`config.mk`:
```
export PLATFORM = sky130hd
export DESIGN_NAME = operand_fetch
export DESIGN_NICKNAME = d
export VERILOG_FILES = /design/src/rtl/operand_fetch_pkg.sv /design/src/rtl/operand_bypass.sv /design/src/rtl/operand_fetch.sv
export SDC_FILE = /design/constraint.sdc
export NUM_CORES = 1
export LEC_CHECK = 0
export ABC_AREA = 1
export ABC_CLOCK_PERIOD_IN_PS = 2100
export CAP_MARGIN = 20
export CORE_ASPECT_RATIO = 0.5
export CORE_MARGIN = 2
export CORE_UTILIZATION = 31
export DETAILED_ROUTE_END_ITERATION = 10
export PLACE_DENSITY = 0.64
export SLEW_MARGIN = 10
export SYNTH_ARGS = -nofsm -noshare
export SYNTH_HDL_FRONTEND = slang
export SYNTH_SLANG_ARGS = --single-unit
export TNS_END_PERCENT = 50
```
`constraint.sdc`:
```
create_clock -name clk -period 2.1 [get_ports clk]
set_input_delay 0.42 -clock clk [delete_from_list [all_inputs] [get_ports clk]]
set_output_delay 0.42 -clock clk [all_outputs]
set_load 0.03 [all_outputs]
```
`src/rtl/operand_fetch_pkg.sv`:
```
`default_nettype none
// ============================================================================
// Module      : operand_fetch_pkg
// Description : Shared widths, record types and helpers for the operand-fetch
//               stage. The data/control widths here size the packaged types
//               and must match the DATA_WIDTH / CTRL_WIDTH of the stage.
// Revision    : 1.0 - initial release
// ============================================================================
package operand_fetch_pkg;

   localparam int NUM_REGS   = 32;
   localparam int REG_ADDR_W = $clog2(NUM_REGS);
   localparam int DATA_W     = 32;
   localparam int CTRL_W     = 16;

   // Instruction fields held while the stage waits for register-file data.
   typedef struct packed {
      logic [REG_ADDR_W-1:0] rs1;
      logic [REG_ADDR_W-1:0] rs2;
      logic [REG_ADDR_W-1:0] rd;
      logic [CTRL_W-1:0]     ctrl;
   } fetch_entry_t;

   // Per-operand override: when fwd is set, data replaces register-file data.
   typedef struct packed {
      logic              fwd;
      logic [DATA_W-1:0] data;
   } operand_t;

   // True when the addressed register is the hardwired zero register.
   function automatic logic is_zero_reg(input logic zero_en,
                                        input logic [REG_ADDR_W-1:0] rs);
      return zero_en && (rs == '0);
   endfunction

   // True when a writeback commits to the given register at this edge.
   function automatic logic wb_hit(input logic we,
                                   input logic [REG_ADDR_W-1:0] waddr,
                                   input logic [REG_ADDR_W-1:0] rs);
      return we && (waddr == rs);
   endfunction

endpackage
`default_nettype wire

```
`src/rtl/operand_bypass.sv`:
```
`default_nettype none
// ============================================================================
// Module      : operand_bypass
// Description : One operand's forwarding path. Captures a writeback that
//               lands on the accept edge (the register file returns pre-write
//               data for it), resolves the operand by priority, and latches
//               the resolved value while the owning entry is stalled.
// Ports       : clk, rst        - clock, synchronous active-high reset
//               accept          - entry loads into the A slot this edge
//               stall           - A slot is held this edge
//               in_rs / a_rs    - incoming / held source address
//               wb_*            - register-file write port (observed)
//               rf_rdata        - read data for the held address
//               resolved        - fully forwarded operand (combinational)
// Revision    : 1.0 - initial release
// ============================================================================
module operand_bypass
   import operand_fetch_pkg::*;
#(
   parameter int DATA_WIDTH = DATA_W,
   parameter bit ZERO_REG   = 1'b1
)
(
   input  logic                  clk,
   input  logic                  rst,
   input  logic                  accept,
   input  logic                  stall,
   input  logic [REG_ADDR_W-1:0] in_rs,
   input  logic [REG_ADDR_W-1:0] a_rs,
   input  logic                  wb_we,
   input  logic [REG_ADDR_W-1:0] wb_waddr,
   input  logic [DATA_WIDTH-1:0] wb_wdata,
   input  logic [DATA_WIDTH-1:0] rf_rdata,
   output logic [DATA_WIDTH-1:0] resolved
);

   operand_t r_opnd;
   logic     w_in_capture;
   logic     w_a_zero;
   logic     w_a_wb_hit;

   // The zero register is never forwarded, so a write to it is not captured.
   assign w_in_capture = wb_hit(wb_we, wb_waddr, in_rs) && !is_zero_reg(ZERO_REG, in_rs);
   assign w_a_zero     = is_zero_reg(ZERO_REG, a_rs);
   assign w_a_wb_hit   = wb_hit(wb_we, wb_waddr, a_rs);

   // Newest information wins: a write committing this cycle beats an older
   // captured value, which beats the register file's (possibly stale) data.
   always_comb begin
      resolved = rf_rdata;
      if (w_a_zero) begin
         resolved = '0;
      end else if (w_a_wb_hit) begin
         resolved = wb_wdata;
      end else if (r_opnd.fwd) begin
         resolved = r_opnd.data;
      end
   end

   // rf_rdata is only meaningful in A's first cycle, so any stall freezes the
   // resolved value into the override register.
   always_ff @(posedge clk) begin
      if (rst) begin
         r_opnd <= '0;
      end else if (accept) begin
         r_opnd.fwd  <= w_in_capture;
         r_opnd.data <= wb_wdata;
      end else if (stall) begin
         r_opnd.fwd  <= 1'b1;
         r_opnd.data <= resolved;
      end
   end

endmodule
`default_nettype wire

```
`src/rtl/operand_fetch.sv`:
```
`default_nettype none
// ============================================================================
// Module      : operand_fetch
// Description : Operand-fetch stage ahead of the register file. Slot A waits
//               one cycle for read data while forwarding writebacks; slot O
//               is the registered output toward execute.
// Ports       : clk, rst, flush              - clock, sync reset, kill
//               in_valid/in_ready, in_rs1/2, in_rd, in_ctrl - upstream
//               rf_raddr1/2, rf_rdata1/2     - register-file read ports
//               wb_we, wb_waddr, wb_wdata    - register-file write port
//               out_valid/out_ready, out_op1/2, out_rd, out_ctrl - execute
// Revision    : 1.0 - initial release
// ============================================================================
module operand_fetch
   import operand_fetch_pkg::*;
#(
   parameter int DATA_WIDTH = DATA_W,
   parameter int CTRL_WIDTH = CTRL_W,
   parameter bit ZERO_REG   = 1'b1
)
(
   input  logic                  clk,
   input  logic                  rst,
   input  logic                  flush,
   input  logic                  in_valid,
   output logic                  in_ready,
   input  logic [REG_ADDR_W-1:0] in_rs1,
   input  logic [REG_ADDR_W-1:0] in_rs2,
   input  logic [REG_ADDR_W-1:0] in_rd,
   input  logic [CTRL_WIDTH-1:0] in_ctrl,
   output logic [REG_ADDR_W-1:0] rf_raddr1,
   output logic [REG_ADDR_W-1:0] rf_raddr2,
   input  logic [DATA_WIDTH-1:0] rf_rdata1,
   input  logic [DATA_WIDTH-1:0] rf_rdata2,
   input  logic                  wb_we,
   input  logic [REG_ADDR_W-1:0] wb_waddr,
   input  logic [DATA_WIDTH-1:0] wb_wdata,
   output logic                  out_valid,
   input  logic                  out_ready,
   output logic [DATA_WIDTH-1:0] out_op1,
   output logic [DATA_WIDTH-1:0] out_op2,
   output logic [REG_ADDR_W-1:0] out_rd,
   output logic [CTRL_WIDTH-1:0] out_ctrl
);

   fetch_entry_t                  r_a_entry;
   logic                          r_a_valid;
   logic                          r_o_valid;
   logic [DATA_WIDTH-1:0]         r_o_op1;
   logic [DATA_WIDTH-1:0]         r_o_op2;
   logic [REG_ADDR_W-1:0]         r_o_rd;
   logic [CTRL_WIDTH-1:0]         r_o_ctrl;

   logic                          w_advance;
   logic                          w_accept;
   logic                          w_stall;
   logic [1:0][REG_ADDR_W-1:0]    w_in_rs;
   logic [1:0][REG_ADDR_W-1:0]    w_a_rs;
   logic [1:0][DATA_WIDTH-1:0]    w_rf_rdata;
   logic [1:0][DATA_WIDTH-1:0]    w_resolved;

   // The register file samples these at the accept edge.
   assign rf_raddr1 = in_rs1;
   assign rf_raddr2 = in_rs2;

   assign w_advance = r_a_valid && (!r_o_valid || out_ready);
   assign w_stall   = r_a_valid && r_o_valid && !out_ready;
   assign in_ready  = !rst && !flush && (!r_a_valid || w_advance);
   assign w_accept  = in_valid && in_ready;

   assign w_in_rs    = {in_rs2, in_rs1};
   assign w_a_rs     = {r_a_entry.rs2, r_a_entry.rs1};
   assign w_rf_rdata = {rf_rdata2, rf_rdata1};

   generate
      for (genvar g = 0; g < 2; g++) begin : g_bypass
         operand_bypass #(
            .DATA_WIDTH (DATA_WIDTH),
            .ZERO_REG   (ZERO_REG)
         ) u_bypass (
            .clk      (clk),
            .rst      (rst),
            .accept   (w_accept),
            .stall    (w_stall),
            .in_rs    (w_in_rs[g]),
            .a_rs     (w_a_rs[g]),
            .wb_we    (wb_we),
            .wb_waddr (wb_waddr),
            .wb_wdata (wb_wdata),
            .rf_rdata (w_rf_rdata[g]),
            .resolved (w_resolved[g])
         );
      end
   endgenerate

   always_ff @(posedge clk) begin
      if (rst) begin
         r_a_valid <= 1'b0;
         r_o_valid <= 1'b0;
         r_a_entry <= '0;
         r_o_op1   <= '0;
         r_o_op2   <= '0;
         r_o_rd    <= '0;
         r_o_ctrl  <= '0;
      end else if (flush) begin
         // Entries vanish; O data is left as-is since it is no longer valid.
         r_a_valid <= 1'b0;
         r_o_valid <= 1'b0;
      end else begin
         if (w_accept) begin
            r_a_entry <= '{rs1: in_rs1, rs2: in_rs2, rd: in_rd, ctrl: in_ctrl};
         end
         r_a_valid <= w_accept || (r_a_valid && !w_advance);
         if (w_advance) begin
            r_o_valid <= 1'b1;
            r_o_op1   <= w_resolved[0];
            r_o_op2   <= w_resolved[1];
            r_o_rd    <= r_a_entry.rd;
            r_o_ctrl  <= r_a_entry.ctrl;
         end else if (out_ready) begin
            r_o_valid <= 1'b0;
         end
      end
   end

   assign out_valid = r_o_valid;
   assign out_op1   = r_o_op1;
   assign out_op2   = r_o_op2;
   assign out_rd    = r_o_rd;
   assign out_ctrl  = r_o_ctrl;

endmodule
`default_nettype wire

```
* After elaboration in Yosys (flattened, before gate mapping)
Cells that the tools add are included.
** Storage, ports and cells
- Register bits after elaboration :: 184
- Output and inout bits :: 97
- Input port bits :: 138
** Operators by class
- Mux-type cells :: 12
- Reductions and logical operators :: 33
- Equality and inequality tests :: 4
- Bitwise operators :: 1
** Operators by type and width (number)
- $mux W32 :: 6
- $mux W33 :: 4
- $eq A5 B5 Y1 :: 4
- $logic_not A5 Y1 :: 4
- $logic_and A1 B1 Y1 :: 13
- $logic_not A1 Y1 :: 8
- $reduce_and A2 Y1 :: 2
- $reduce_bool A2 Y1 :: 2
- $logic_or A1 B1 Y1 :: 3
- $mux W1 :: 2
- $reduce_or A2 Y1 :: 1
- $not A1 Y1 :: 1

* Depth between registers and ports, before layout
Gate-level depths: netlist (run 1).
- Word-level depth :: 7
- Gate-level depth with buffers :: 11

* Modules after synthesis
A second synthesis (run 1) with hierarchy kept.
** Second synthesis, totals
- Cell total of the unflattened synthesis :: 1573
- Area total of the unflattened synthesis :: 10470.0 um^2
** By module, submodules not included
- operand_bypass :: area each 2813.9 um^2, times used 2, seq. area each 660.6 um^2, cells each 453
- operand_fetch :: area each 4842.1 um^2, times used 1, seq. area each 2362.3 um^2, cells each 667

* Worst setup path before layout (run 1)
OpenSTA, ideal clock, no wires.
- Path kind :: register to output
- Start :: reg r_o_valid (netlist: out_valid)
- End :: out in_ready
- Cell stages (with the launch flop) :: 6
- Path buffers :: 2
- Path slack :: 0.097 ns
- Data arrival time :: 1.583 ns
- Data required time :: 1.680 ns
- Cells stage by stage :: dfxtp_1 > nand2_1 > nor2_1 > buf_2 > buf_1 > nor2_1
** On the way
- Longest elaborated chain between the ends :: 5
** Ends and longest elaborated chain
- start: declaration :: RTL line operand_fetch.sv:48 : logic r_o_valid;
- start signal: assignment :: RTL line operand_fetch.sv:99 : r_o_valid <= 1'b0;
- start signal: assignment :: RTL line operand_fetch.sv:108 : r_o_valid <= 1'b0;
- start signal: assignment :: RTL line operand_fetch.sv:115 : r_o_valid <= 1'b1;
- $logic_not A1 Y1 :: RTL line operand_fetch.sv:66 : assign w_advance = r_a_valid && (!r_o_valid || out_ready);
- $logic_or A1 B1 Y1 :: RTL line operand_fetch.sv:66
- $logic_and A1 B1 Y1 :: RTL line operand_fetch.sv:66
- $logic_or A1 B1 Y1 :: RTL line operand_fetch.sv:68 : assign in_ready = !rst && !flush && (!r_a_valid || w_advance);
- $logic_and A1 B1 Y1 :: RTL line operand_fetch.sv:68
- end: declaration :: RTL line operand_fetch.sv:26 : output logic in_ready,
No other way between the ends.

* Final worst setup path (run 1)
- Start :: in in_rs1[4]
- End :: out rf_raddr1[4]
** RTL lines
- start: declaration :: RTL line operand_fetch.sv:27 : input logic [REG_ADDR_W-1:0] in_rs1,
- end: declaration :: RTL line operand_fetch.sv:31 : output logic [REG_ADDR_W-1:0] rf_raddr1,
No word-level cell between the ends.

==> results of run 1 <==
worst register-to-register path: cells and delay by family (launching register included):
family          cells  cell delay (ns)
compound gates      2             0.21
simple gates        3             0.51
buf+inv             3             0.49
flops               1             0.30
flip-flops by register name, summed over array words and instances (netlist names):
register                  count
r_a_entry                    31
out_valid                     1
out_op1                      32
out_rd                        5
out_op2                      32
out_ctrl                     16
g_bypass.u_bypass.r_opnd     66
r_a_valid                     1
worst max path at each step:
stage / from / end / slack (ns) / cells after the start
after floorplan: out_valid / in_ready / 0.1 / 5
after CTS: out_ready / in_ready / 0.07 / 7
final: in_rs1[4] / rf_raddr1[4] / 0.09 / 2
after detailed placement: flush / g_bypass[1].u_bypass.r_opnd[17] / -0.11 / 8
after global routing: out_ready / in_ready / 0.06 / 7
after global placement: wb_waddr[0] / g_bypass[0].u_bypass.r_opnd[25] / -0.10 / 10
layout make-up:
type	count	area [um^2]
sequential	184	3684
fill	2854	15470
clock buffer	18	439.2
clock inverter	14	121.4
multi-input combinational	1007	4501
tap	382	478.0
timing repair buffer	300	3064
inverter	86	322.8
layer usage:
layer,global-route usage (%),up-vias
met5,0,-
li1,-,4959
met1,27.77,4531
met4,6.062,0
met2,36.63,281
met3,3.706,30
timing repair:
action	4_1_cts	5_1_grt
endpoints found under the setup margin	0	1
hold buffers	0	0
resized for setup	0	1
kinds of logic (layout without fill, tap and decap cells):
family                    Yosys count  in the layout  share of synthesized area [%]
buffers and inverters             202            418                          9.220
xor gates and xnor gates            3              3                         0.2930
AOI/OAI and AO/OA                 368            368                          20.60
and+or+nand+nor                   636            636                          28.82
DFF                               184            184                          41.07
cells in the final DEF, fill, tap and decap left out, types with 5 or more instances in the layout:
cell / synthesis / routed
buf_12: 0 / 19
dfxtp_1: 184 / 184
buf_4: 11 / 50
inv_1: 82 / 82
nand3_1: 134 / 132
a21oi_1: 244 / 244
o21ai_0: 119 / 119
clkdlybuf4s50_1: 0 / 229
clkbuf_16: 0 / 17
nor2_1: 61 / 55
clkinv_2: 0 / 5
nand2_1: 433 / 433
through the flow:
step | power, uW | TNS [ns] | setup slack (ns) | util (%)
global route | 8619 | 0 | 0.05940 | 44.90
global placement | 5146 | -6.745 | -0.1015 | 42.89
floorplan | 4453 | 0 | 0.09662 | -
finish | 8251 | 0 | 0.08600 | 44.90
detailed placement | 5152 | -8.052 | -0.1136 | 42.89
CTS | 8320 | 0 | 0.07437 | 44.89
cell usage after synthesis, drive strengths merged:
library cell  number  area share, %
xnor2              1          0.098
nand4              1          0.070
nor3               5           0.46
dfxtp            184             41
o22ai              3           0.21
nand3            134            7.5
a31oi              2           0.14
nand2            433             18
nor2              61            2.6
inv               85            3.6
nor4               1          0.070
xor2               2           0.20
o21ai            119            6.6
buf               40            2.4
clkinv             1          0.042
a21oi            244             14
or2                1          0.070
clkbuf            76            3.2
power groups by stage:
stage                     clock [uW]  combinational (uW)  sequential, uW
after CTS                       3240                1450            3630
after detailed placement           0                1440            3710
after global placement             0                1440            3710
final                           3170                1450            3630
after global routing            3390                1590            3640
after floorplan                    0                 713            3740
==> qor.csv, run 1 <==
metric;value;unit
cp_max_fo;2;
coreArea;28080;um^2
crit_top_cell;clkdlybuf4s50_1;
clock_sinks;184;
place_area;12050;um^2
critPathKind;in2out;
worst_hold_slack;0.4402;ns
dp_hpwl;22.00;mm
rsz0062_at_grt;false;
wl;32.46;mm
skew;0.01102;ns
worstRegToRegCells;8;
ir_worst_vdd;0.0005048;V
fin_crit_sh;95.90;%
finalMaxSlewViolations;0;
period_needed;2.014;ns
cp_num_buf_inv;2;
grt_pass1_vias;9116;
drive_gt1_share;7.272;%
cts_setup_buffers;0;
worst_setup_path_end_kind;output pin;
syn_area_per_cell;6.439;um^2
r2r_end;g_bypass[1].u_bypass.r_opnd[15];
met1_length;14.35;mm
path_clk_slew;0.07;ns
p_switching;2391;uW
syn-instance-count;1393;
maxCapViolations;0;
worst_pin_slew;0.5009;ns
firstDrtPassIters;7;
rows;43;
ys_ff_latch;184;
critPathArrivalTime;1.59;ns
setup_viol;0;
slowest_delay;0.68;ns
p_int;5860;uW
ios;235;
required;1.68;ns
dieArea;30390;um^2
dp_cells;1959;
p_clk_share;38.4;%
cts_tree;built;
area_delta_synth_final;40.58;%
yosys_warnings;0;
die_w;244.6;um
die_y;124.3;um
ys_seq_area_share;41.07;%
vias;9801;
worst-r2r-setup-slack;0.53;ns
syn-cell-area;8970;um^2
place.gp.congestion;0.8637;
initial_utilization;31.94;%
grt_max_degree;87;
route.met3.wl;1.709;mm
critPathSlowestCell;clkdlybuf4s50_1;
route.detailed.drc;0;
clockBufferDepth;2;
p_comb_share;17.6;%
h-tree-depth;4;
r2r_start;r_a_valid;
grt_antenna_before_repair;0;
postRouteAntennaNets;0;
wl_per_cell;16.30;um
port_buffers;234;
fin_nets;1734;
critical_path.cell_chain;clkdlybuf4s50_1 -> clkdlybuf4s50_1;
routed.top_layer;met4;
cts_root_buf;clkbuf_16;
grt_first_pass_wirelength;51.46;mm
grt_use_total;21.46;%
clk-insertion-delay-late;0.46;ns
hold_class;in2reg;
p_leak;0.005362;uW
design_area;12610;um^2
n_antenna_cell;0;
slew_headroom;66.61;%
synth_nets;1531;
initialDrtViolationCount;686;
p_per_area;654.3;nW/um^2
via_per_inst;4.923;
clock.fmax;496.5;MHz
fin_cells;1991;
cpLargestDelayFamily;buffers and inverters;
hold_depth;4;
holdPathEnd;out_valid;
hold_violations;0;
grt_overflow;0;
switching_share;28.98;%
cts_made_buffers;17;
worstHoldStart;rst;
status;finished clean;
dr_wl_met2;15.91;mm
p_seq_share;44.0;%
worst_setup_path_start_kind;input pin;
ys_types;23;
Note: power is estimated with default switching activity, not from simulation.
==> inputs of run 2 (changes only) <==
--- a/config.mk
+++ b/config.mk
@@ -13,7 +13,6 @@
 export CORE_UTILIZATION = 31
 export DETAILED_ROUTE_END_ITERATION = 10
 export PLACE_DENSITY = 0.64
-export SLEW_MARGIN = 10
 export SYNTH_ARGS = -nofsm -noshare
 export SYNTH_HDL_FRONTEND = slang
 export SYNTH_SLANG_ARGS = --single-unit
==> results of run 2 <==
The final DEF is identical to that of run 1; final timing and power are the same.
